### src/rtl/cim_temp_mem_arbiter_pkg.sv
// -----------------------------------------------------------------------------
// cim_temp_mem_arbiter_pkg
//   Shared types and constants for the CiM temporary-result memory path:
//   - MEM_ACCESS_SRC_T : requester identities; enum value = request-vector bit
//   - N_STORAGE        : SRAM word width
//   - TEMP_RES_STORAGE_SIZE_CIM : SRAM depth in words
//   - CIM_TEMP_MEM_RD_LAT       : SRAM read latency in cycles
//   - onehot_lowest()  : isolates the lowest set bit of a source vector
// -----------------------------------------------------------------------------
package cim_temp_mem_arbiter_pkg;

  typedef enum logic [2:0] {
    BUS_FSM                  = 3'd0,
    LOGIC_FSM                = 3'd1,
    DATA_FILL_FSM            = 3'd2,
    DENSE_BROADCAST_SAVE_FSM = 3'd3,
    MAC                      = 3'd4,
    LAYERNORM                = 3'd5,
    SOFTMAX                  = 3'd6
  } MEM_ACCESS_SRC_T;

  localparam int MEM_ACCESS_SRC_NUM        = 7;
  localparam int N_STORAGE                 = 16;
  localparam int TEMP_RES_STORAGE_SIZE_CIM = 1024;
  localparam int CIM_TEMP_MEM_RD_LAT       = 2;

  typedef logic [MEM_ACCESS_SRC_NUM-1:0] src_vec_t;

  // Two's-complement trick: vec & -vec keeps only the lowest set bit, which
  // is the highest-priority requester (BUS_FSM = bit 0).
  function automatic src_vec_t onehot_lowest(input src_vec_t vec);
    return vec & (~vec + src_vec_t'(1));
  endfunction

endpackage

### src/rtl/cim_temp_mem_arbiter_if.sv
// -----------------------------------------------------------------------------
// cim_temp_mem_arbiter_if
//   Per-CiM memory-access request bundle.
//   - read_req_src  : one-hot read request per source
//   - write_req_src : one-hot write request per source
//   - addr_table    : per-source SRAM address
//   - write_data    : per-source write data
//   master = request producers, slave = the arbiter.
// -----------------------------------------------------------------------------
interface cim_temp_mem_arbiter_if
  import cim_temp_mem_arbiter_pkg::*;
#(
  parameter int NUM_SRC = MEM_ACCESS_SRC_NUM,
  parameter int ADDR_W  = $clog2(TEMP_RES_STORAGE_SIZE_CIM),
  parameter int DATA_W  = N_STORAGE
) ();

  logic [NUM_SRC-1:0]             read_req_src;
  logic [NUM_SRC-1:0]             write_req_src;
  logic [NUM_SRC-1:0][ADDR_W-1:0] addr_table;
  logic [NUM_SRC-1:0][DATA_W-1:0] write_data;

  modport master (
    output read_req_src,
    output write_req_src,
    output addr_table,
    output write_data
  );

  modport slave (
    input read_req_src,
    input write_req_src,
    input addr_table,
    input write_data
  );

endinterface

### src/rtl/cim_rd_tag_pipe.sv
// -----------------------------------------------------------------------------
// cim_rd_tag_pipe
//   RD_LAT-deep shift register of one-hot source tags that tracks reads in
//   flight through the SRAM. An all-zero tag marks an idle slot.
//   - clk, rst_n : clock, asynchronous active-low clear
//   - push_tag   : tag of the read issued this cycle (0 if none)
//   - pop_tag    : tag whose SRAM data is on sram_rdata this cycle
// -----------------------------------------------------------------------------
module cim_rd_tag_pipe #(
  parameter int NUM_SRC = 7,
  parameter int RD_LAT  = 2
) (
  input  logic               clk,
  input  logic               rst_n,
  input  logic [NUM_SRC-1:0] push_tag,
  output logic [NUM_SRC-1:0] pop_tag
);

  logic [RD_LAT-1:0][NUM_SRC-1:0] stage;

  // NOTE: every stage is a flop and is cleared, so reads in flight at reset
  // can never surface afterwards; this is not a RAM, so reset costs nothing.
  always_ff @(posedge clk or negedge rst_n) begin
    if (!rst_n) begin
      stage <= '0;
    end else begin
      stage[0] <= push_tag;
      for (int i = 1; i < RD_LAT; i++) begin
        stage[i] <= stage[i-1];
      end
    end
  end

  assign pop_tag = stage[RD_LAT-1];

endmodule

### src/rtl/cim_temp_mem_arbiter.sv
// -----------------------------------------------------------------------------
// cim_temp_mem_arbiter
//   Arbitrates the per-CiM request bundle onto the single-port temporary
//   result SRAM: writes beat reads, lowest source index wins within a class,
//   losers are dropped. Reads are tagged through the SRAM latency and return
//   registered data with the originating source.
//   Ports:
//   - clk, rst_n            : clock, asynchronous active-low reset
//   - req (slave)           : read/write request vectors, address/data tables
//   - sram_en/wen/addr/wdata: SRAM command (combinational, 0 in reset)
//   - sram_rdata            : SRAM read data, RD_LAT cycles after the access
//   - grant                 : one-hot winner this cycle (combinational)
//   - rd_data/valid/src     : registered read return, one-cycle valid pulse
//   - conflict_err/cnt      : sticky multi-request flag, saturating count
// -----------------------------------------------------------------------------
module cim_temp_mem_arbiter
  import cim_temp_mem_arbiter_pkg::*;
#(
  // NUM_SRC must stay equal to MEM_ACCESS_SRC_NUM: the priority helper is
  // sized by the package source count.
  parameter int NUM_SRC = MEM_ACCESS_SRC_NUM,
  parameter int ADDR_W  = $clog2(TEMP_RES_STORAGE_SIZE_CIM),
  parameter int DATA_W  = N_STORAGE,
  parameter int RD_LAT  = CIM_TEMP_MEM_RD_LAT,
  parameter int CNT_W   = 8
) (
  input  logic                   clk,
  input  logic                   rst_n,
  cim_temp_mem_arbiter_if.slave  req,
  output logic                   sram_en,
  output logic                   sram_wen,
  output logic [ADDR_W-1:0]      sram_addr,
  output logic [DATA_W-1:0]      sram_wdata,
  input  logic [DATA_W-1:0]      sram_rdata,
  output logic [NUM_SRC-1:0]     grant,
  output logic [DATA_W-1:0]      rd_data,
  output logic                   rd_valid,
  output logic [NUM_SRC-1:0]     rd_src,
  output logic                   conflict_err,
  output logic [CNT_W-1:0]       conflict_cnt
);

  src_vec_t wr_win;
  src_vec_t rd_win;
  src_vec_t any_req;
  src_vec_t rd_push;
  src_vec_t tag_out;
  logic     conflict;

  // ---------------------------------------------------------------------------
  // Arbitration and SRAM command
  // ---------------------------------------------------------------------------
  // NOTE: every output of this block gets a default before any branch, so no
  // path leaves a signal unassigned and no latch is inferred.
  always_comb begin
    wr_win     = onehot_lowest(req.write_req_src);
    rd_win     = onehot_lowest(req.read_req_src);
    grant      = '0;
    rd_push    = '0;
    sram_en    = 1'b0;
    sram_wen   = 1'b0;
    sram_addr  = '0;
    sram_wdata = '0;
    // Outputs are held at zero while reset is asserted so the SRAM sees no
    // spurious access during power-up or a mid-operation reset.
    if (rst_n) begin
      if (|req.write_req_src) begin
        grant    = wr_win;
        sram_en  = 1'b1;
        sram_wen = 1'b1;
      end else if (|req.read_req_src) begin
        grant   = rd_win;
        sram_en = 1'b1;
        rd_push = rd_win;
      end
      for (int i = 0; i < NUM_SRC; i++) begin
        if (grant[i]) begin
          sram_addr = req.addr_table[i];
          if (sram_wen) sram_wdata = req.write_data[i];
        end
      end
    end
  end

  // ---------------------------------------------------------------------------
  // Conflict detection: more than one requesting source (x & (x-1) clears the
  // lowest bit, non-zero means a second bit was set), or one source asking
  // for both read and write.
  // ---------------------------------------------------------------------------
  always_comb begin
    any_req  = req.read_req_src | req.write_req_src;
    conflict = ((any_req & (any_req - src_vec_t'(1))) != '0) ||
               ((req.read_req_src & req.write_req_src) != '0);
  end

  // NOTE: sequential state uses non-blocking assignments so every flop
  // samples pre-edge values regardless of process ordering.
  always_ff @(posedge clk or negedge rst_n) begin
    if (!rst_n) begin
      conflict_err <= 1'b0;
      conflict_cnt <= '0;
    end else if (conflict) begin
      conflict_err <= 1'b1;
      if (conflict_cnt != {CNT_W{1'b1}}) conflict_cnt <= conflict_cnt + CNT_W'(1);
    end
  end

  // ---------------------------------------------------------------------------
  // Read tag tracking and data return
  // ---------------------------------------------------------------------------
  cim_rd_tag_pipe #(
    .NUM_SRC (NUM_SRC),
    .RD_LAT  (RD_LAT)
  ) u_rd_tag_pipe (
    .clk      (clk),
    .rst_n    (rst_n),
    .push_tag (rd_push),
    .pop_tag  (tag_out)
  );

  // The emerging tag lines up with sram_rdata; an empty tag leaves rd_data
  // untouched so stale SRAM output never reaches the requesters.
  always_ff @(posedge clk or negedge rst_n) begin
    if (!rst_n) begin
      rd_valid <= 1'b0;
      rd_src   <= '0;
      rd_data  <= '0;
    end else begin
      rd_valid <= |tag_out;
      rd_src   <= tag_out;
      if (|tag_out) rd_data <= sram_rdata;
    end
  end

endmodule
### src/flat_wrapper.sv
// flat-port wrapper written by rule: the top's interface ports become plain ports
module cim_temp_mem_arbiter_flat import cim_temp_mem_arbiter_pkg::*;
#(
                                                                          
                                       
  parameter int NUM_SRC = MEM_ACCESS_SRC_NUM,
  parameter int ADDR_W  = $clog2(TEMP_RES_STORAGE_SIZE_CIM),
  parameter int DATA_W  = N_STORAGE,
  parameter int RD_LAT  = CIM_TEMP_MEM_RD_LAT,
  parameter int CNT_W   = 8
)
  (clk, rst_n, sram_en, sram_wen, sram_addr, sram_wdata, sram_rdata, grant, rd_data, rd_valid, rd_src, conflict_err, conflict_cnt, req_read_req_src, req_write_req_src, req_addr_table, req_write_data);
  cim_temp_mem_arbiter_if #(.NUM_SRC(NUM_SRC), .ADDR_W(ADDR_W), .DATA_W(DATA_W)) req_i ();
  input  logic clk;
  input  logic rst_n;
  output logic sram_en;
  output logic sram_wen;
  output logic [ADDR_W-1:0] sram_addr;
  output logic [DATA_W-1:0] sram_wdata;
  input  logic [DATA_W-1:0] sram_rdata;
  output logic [NUM_SRC-1:0] grant;
  output logic [DATA_W-1:0] rd_data;
  output logic rd_valid;
  output logic [NUM_SRC-1:0] rd_src;
  output logic conflict_err;
  output logic [CNT_W-1:0] conflict_cnt;
  input wire logic [$bits(req_i.read_req_src)-1:0] req_read_req_src;
  input wire logic [$bits(req_i.write_req_src)-1:0] req_write_req_src;
  input wire logic [$bits(req_i.addr_table)-1:0] req_addr_table;
  input wire logic [$bits(req_i.write_data)-1:0] req_write_data;
  assign req_i.read_req_src = req_read_req_src;
  assign req_i.write_req_src = req_write_req_src;
  assign req_i.addr_table = req_addr_table;
  assign req_i.write_data = req_write_data;
  cim_temp_mem_arbiter #(.NUM_SRC(NUM_SRC), .ADDR_W(ADDR_W), .DATA_W(DATA_W), .RD_LAT(RD_LAT), .CNT_W(CNT_W)) u_core (.clk(clk), .rst_n(rst_n), .req(req_i), .sram_en(sram_en), .sram_wen(sram_wen), .sram_addr(sram_addr), .sram_wdata(sram_wdata), .sram_rdata(sram_rdata), .grant(grant), .rd_data(rd_data), .rd_valid(rd_valid), .rd_src(rd_src), .conflict_err(conflict_err), .conflict_cnt(conflict_cnt));
endmodule
### config.mk
export PLATFORM = sky130hd
export DESIGN_NAME = cim_temp_mem_arbiter_flat
export DESIGN_NICKNAME = d
export VERILOG_FILES = /design/src/rtl/cim_temp_mem_arbiter_pkg.sv /design/src/rtl/cim_temp_mem_arbiter_if.sv /design/src/rtl/cim_rd_tag_pipe.sv /design/src/rtl/cim_temp_mem_arbiter.sv /design/src/flat_wrapper.sv
export SDC_FILE = /design/constraint.sdc
export NUM_CORES = 1
export LEC_CHECK = 0
export ABC_AREA = 1
export CAP_MARGIN = 10
export CELL_PAD_IN_SITES_DETAIL_PLACEMENT = 0
export CELL_PAD_IN_SITES_GLOBAL_PLACEMENT = 2
export CORE_MARGIN = 3
export CORE_UTILIZATION = 18
export DETAILED_ROUTE_END_ITERATION = 16
export PLACE_DENSITY = 0.91
export SLEW_MARGIN = 30
export SYNTH_ARGS = -nofsm -noshare
export SYNTH_HDL_FRONTEND = slang
export SYNTH_SLANG_ARGS = --single-unit
### constraint.sdc
create_clock -name clk -period 5.1 [get_ports clk]
set_clock_uncertainty 0.15 [all_clocks]
set_input_delay 0.51 -clock clk [delete_from_list [all_inputs] [get_ports clk]]
set_output_delay 0.51 -clock clk [all_outputs]
set_load 0.05 [all_outputs]
==> metrics.log <==
INFO  metric gp_congestion = 0.886
INFO  metric layout_worst_path_cycle_share = 0.842
INFO  metric outcome = completed
INFO  metric netlist.area_leader.share = 0.296
INFO  metric core-area = roughly 21000 um^2
INFO  metric maxClockFrequency = approximately 230 MHz
INFO  metric worst_path_max_delay_cell = clkdlybuf4s50_1
INFO  metric root_buffer = clkbuf_16
INFO  metric cts.repair_timing.setup_buffer_count = 0
INFO  metric syn-num-nets = 821
INFO  metric design_area = roughly 7200 um^2
INFO  metric finish.net_count = between 1k and 1.5k
INFO  metric post_route_ant_nets = 0
INFO  metric clk-insertion-delay-late = 0.28 ns
INFO  metric fin_setup_tns = 0 ns
INFO  metric arrival = ~3.6 ns
INFO  metric worst_setup_path_start_kind = input port
INFO  metric mappedNetlistArea = 3980 um^2
INFO  metric max_slew_margin = 0.437
INFO  metric crit_path_frequent_cell = nand2_1
INFO  metric synthesis.area_per_instance = 6.56 um^2
INFO  metric layout-drive-gt1-share = 0.0790
INFO  metric postSynthCellCount = roughly 610
INFO  metric placement.io_buffers = 281
INFO  metric vias_per_cell = 4.33
INFO  metric htreeDepth = 2
INFO  metric maximum_number_of_pins_on_one_net_before_global_route_repair = 44
INFO  metric setup.worst_path.class = input port to output pin
INFO  metric num_io_pins = 282
INFO  metric post_cts.resized_instances = 0
INFO  metric placed_cell_area = roughly 7000 um^2
INFO  metric power-per-cell-area = 210 nW/um^2
INFO  metric timing.critical_path.cells = clkdlybuf4s50_1 -> nor2_2 -> nand2_4 -> o21ai_4 -> nand3_1 -> nand3_1 -> nand2_1 -> nand2_1 -> nand2_1 -> a21oi_1 -> clkdlybuf4s50_1
INFO  metric cts_max_path_buffers = 2
INFO  metric number_of_hold_buffers_added_after_cts = 0
INFO  metric grt_setup_unrepaired = no
INFO  metric synth_seq_area_share = 0.296
INFO  metric vias = 4967
INFO  metric total_power = 0.00152 W
INFO  metric setup_ws = 0.804 ns
INFO  metric drt_pre_antenna_iters = 5
INFO  metric number_of_fill_cells = 2339
INFO  metric initial_utilization = 0.186
INFO  metric fin_crit = 4.30 ns
INFO  metric synth-seq-cells = 47
INFO  metric worstPathMaxFanout = 27
INFO  metric power.static_leakage = 3.21 nW
INFO  metric report.final.setup_viol = 0
INFO  metric crit_path_max_incr_delay = 0.82 ns
INFO  metric setup.worst_path.end_class = output pin
INFO  metric antenna_found_initial = 0
INFO  metric grt_pass1_vias = 5007
INFO  metric ir_worst_vdd = between 100 and 150 uV
INFO  metric dr.first_iter.drc_count = 169
INFO  metric finalHoldViolCount = 0
INFO  metric grt_usage = 0.145
INFO  metric die-area = between 20000 and 25000 um^2
INFO  metric timing.hold.worst.class = input port to async pin
INFO  metric antenna_cells_inserted = 0
INFO  metric place_worst_setup_slack = 0.719 ns
INFO  metric worst_pin_slew = 0.842 ns
INFO  metric cts_inserted_buffers = 5
INFO  metric grt-ovfl-total = 0
INFO  metric cts_tree = yes
INFO  metric totalWireLength = 18700 um
INFO  metric required = 4.44 ns
INFO  metric grt_pass1_wl = 27400 um
INFO  metric floorplan.die.width = 155 um
INFO  metric clock_sink_count = 47
INFO  metric hpwl = 15400 um
INFO  metric clk_pin_slew_worst_paths = 0.06 ns
INFO  metric yosysTopAreaCell = dfrtp_1
INFO  metric die_height = about 150 um
INFO  metric slew_viol_final = 0
INFO  metric yosys_warnings = 0
INFO  metric drt-wirelength-per-cell = 16.3 um
INFO  metric cap_viol_max_count = 0
INFO  metric syn_to_final_growth = 81.7%
INFO  metric drt_drc_violations_left = 0
INFO  metric synth.area.top_cells = dfrtp_1 30%, nand3_1 12%, nand2_1 11%
INFO  metric floorplan.rows = 53
INFO  metric synth_cell_type_count = 33
-- flip-flops by register name, indices dropped and copies added, names as in the netlist --
name / cells
u_core.conflict_err: 1
u_core.u_rd_tag_pipe.stage: 7
u_core.conflict_cnt: 8
u_core.rd_data: 16
u_core.rd_valid: 1
u_core.u_rd_tag_pipe.pop_tag: 7
u_core.rd_src: 7
-- metal layers --
layer	vias up	track usage	share of wire
met5	-	0	0
met4	0	0.0273	0.013
met3	21	0.0308	0.078
met2	220	0.271	0.52
met1	2200	0.170	0.39
li1	2526	-	-
-- where the power goes --
group	switching, W	total (W)	internal [W]
sequential	0.0000318	0.000436	0.000405
combinational	0.000365	0.000667	0.000301
clock	0.000135	0.000415	0.000280
-- worst max-delay path: cells and delay by family --
family	cells	cell delay (ns)
compound gates	2	0.76
buf+inv	2	1.35
simple gates	7	0.99
-- cell families after synthesis --
kind of cell / synth area share
xor+xnor: 0.0132
flops: 0.296
buf+inv: 0.104
compound gates: 0.182
mux: 0.0453
fa+ha+maj: 0.00315
simple gates: 0.356
-- through the flow --
stage                     utilization  std cells  hold WS (ns)
after CTS                       0.338       1148        0.0964
after detailed placement        0.329       1140         0.185
final                           0.338       1148        0.0816
after global placement          0.329       1140         0.183
after global routing            0.338       1148         0.111
after floorplan                     -        606        0.0644
-- cell usage after synthesis, drive strengths merged --
cell type  instances
nor2              45
xnor2              2
or2               30
a21boi             1
inv               69
nand3             94
a31oi              1
a22o               1
o22ai              1
clkbuf            10
nor4               1
a21oi             83
nor3               9
dfrtp             47
buf               19
o21ai             49
mux2              16
nand3b             1
ha                 1
nand2            122
xor2               4
-- path summary, 6_finish.rpt --
path | end | startpoint | slack [ns] | depth (start not counted)
max in group asynchronous | u_core.rd_data[14] | rst_n | 3.75 | 2
max reg2reg | u_core.conflict_cnt[6] | u_core.conflict_cnt[0] | 3.21 | 6
max | sram_wdata[15] | req_write_req_src[4] | 0.80 | 11
min | u_core.conflict_cnt[6] | rst_n | 0.08 | 1
min in group clk | u_core.u_rd_tag_pipe.pop_tag[5] | u_core.u_rd_tag_pipe.stage[5] | 0.20 | 0
min reg2reg | u_core.u_rd_tag_pipe.pop_tag[5] | u_core.u_rd_tag_pipe.stage[5] | 0.20 | 0
-- final cells by class --
class / instances / area [um^2] / share of cell area
Clock buffer: 5 / 125 / 0.0173
Multi-Input combinational cell: 461 / 2390 / 0.331
Timing Repair Buffer: 288 / 2860 / 0.396
Sequential cell: 47 / 1180 / 0.163
Clock inverter: 3 / 67.6 / 0.00935
Inverter: 69 / 259 / 0.0359
Tap cell: 275 / 344 / 0.0476
-- cell usage in the layout, fill, tap and decap left out, types with 4 or more instances in the layout --
cell type        instances
clkdlybuf4s50_1        280
nand2_1                116
nand3_1                 92
a21oi_1                 83
inv_1                   67
o21ai_0                 47
dfrtp_1                 47
nor2_1                  41
or2_2                   18
mux2_2                  16
or2_0                   11
nor3_1                   8
buf_4                    7
clkbuf_16                5
nand2_2                  4
xor2_1                   4
(Power assumes the default switching activity.)
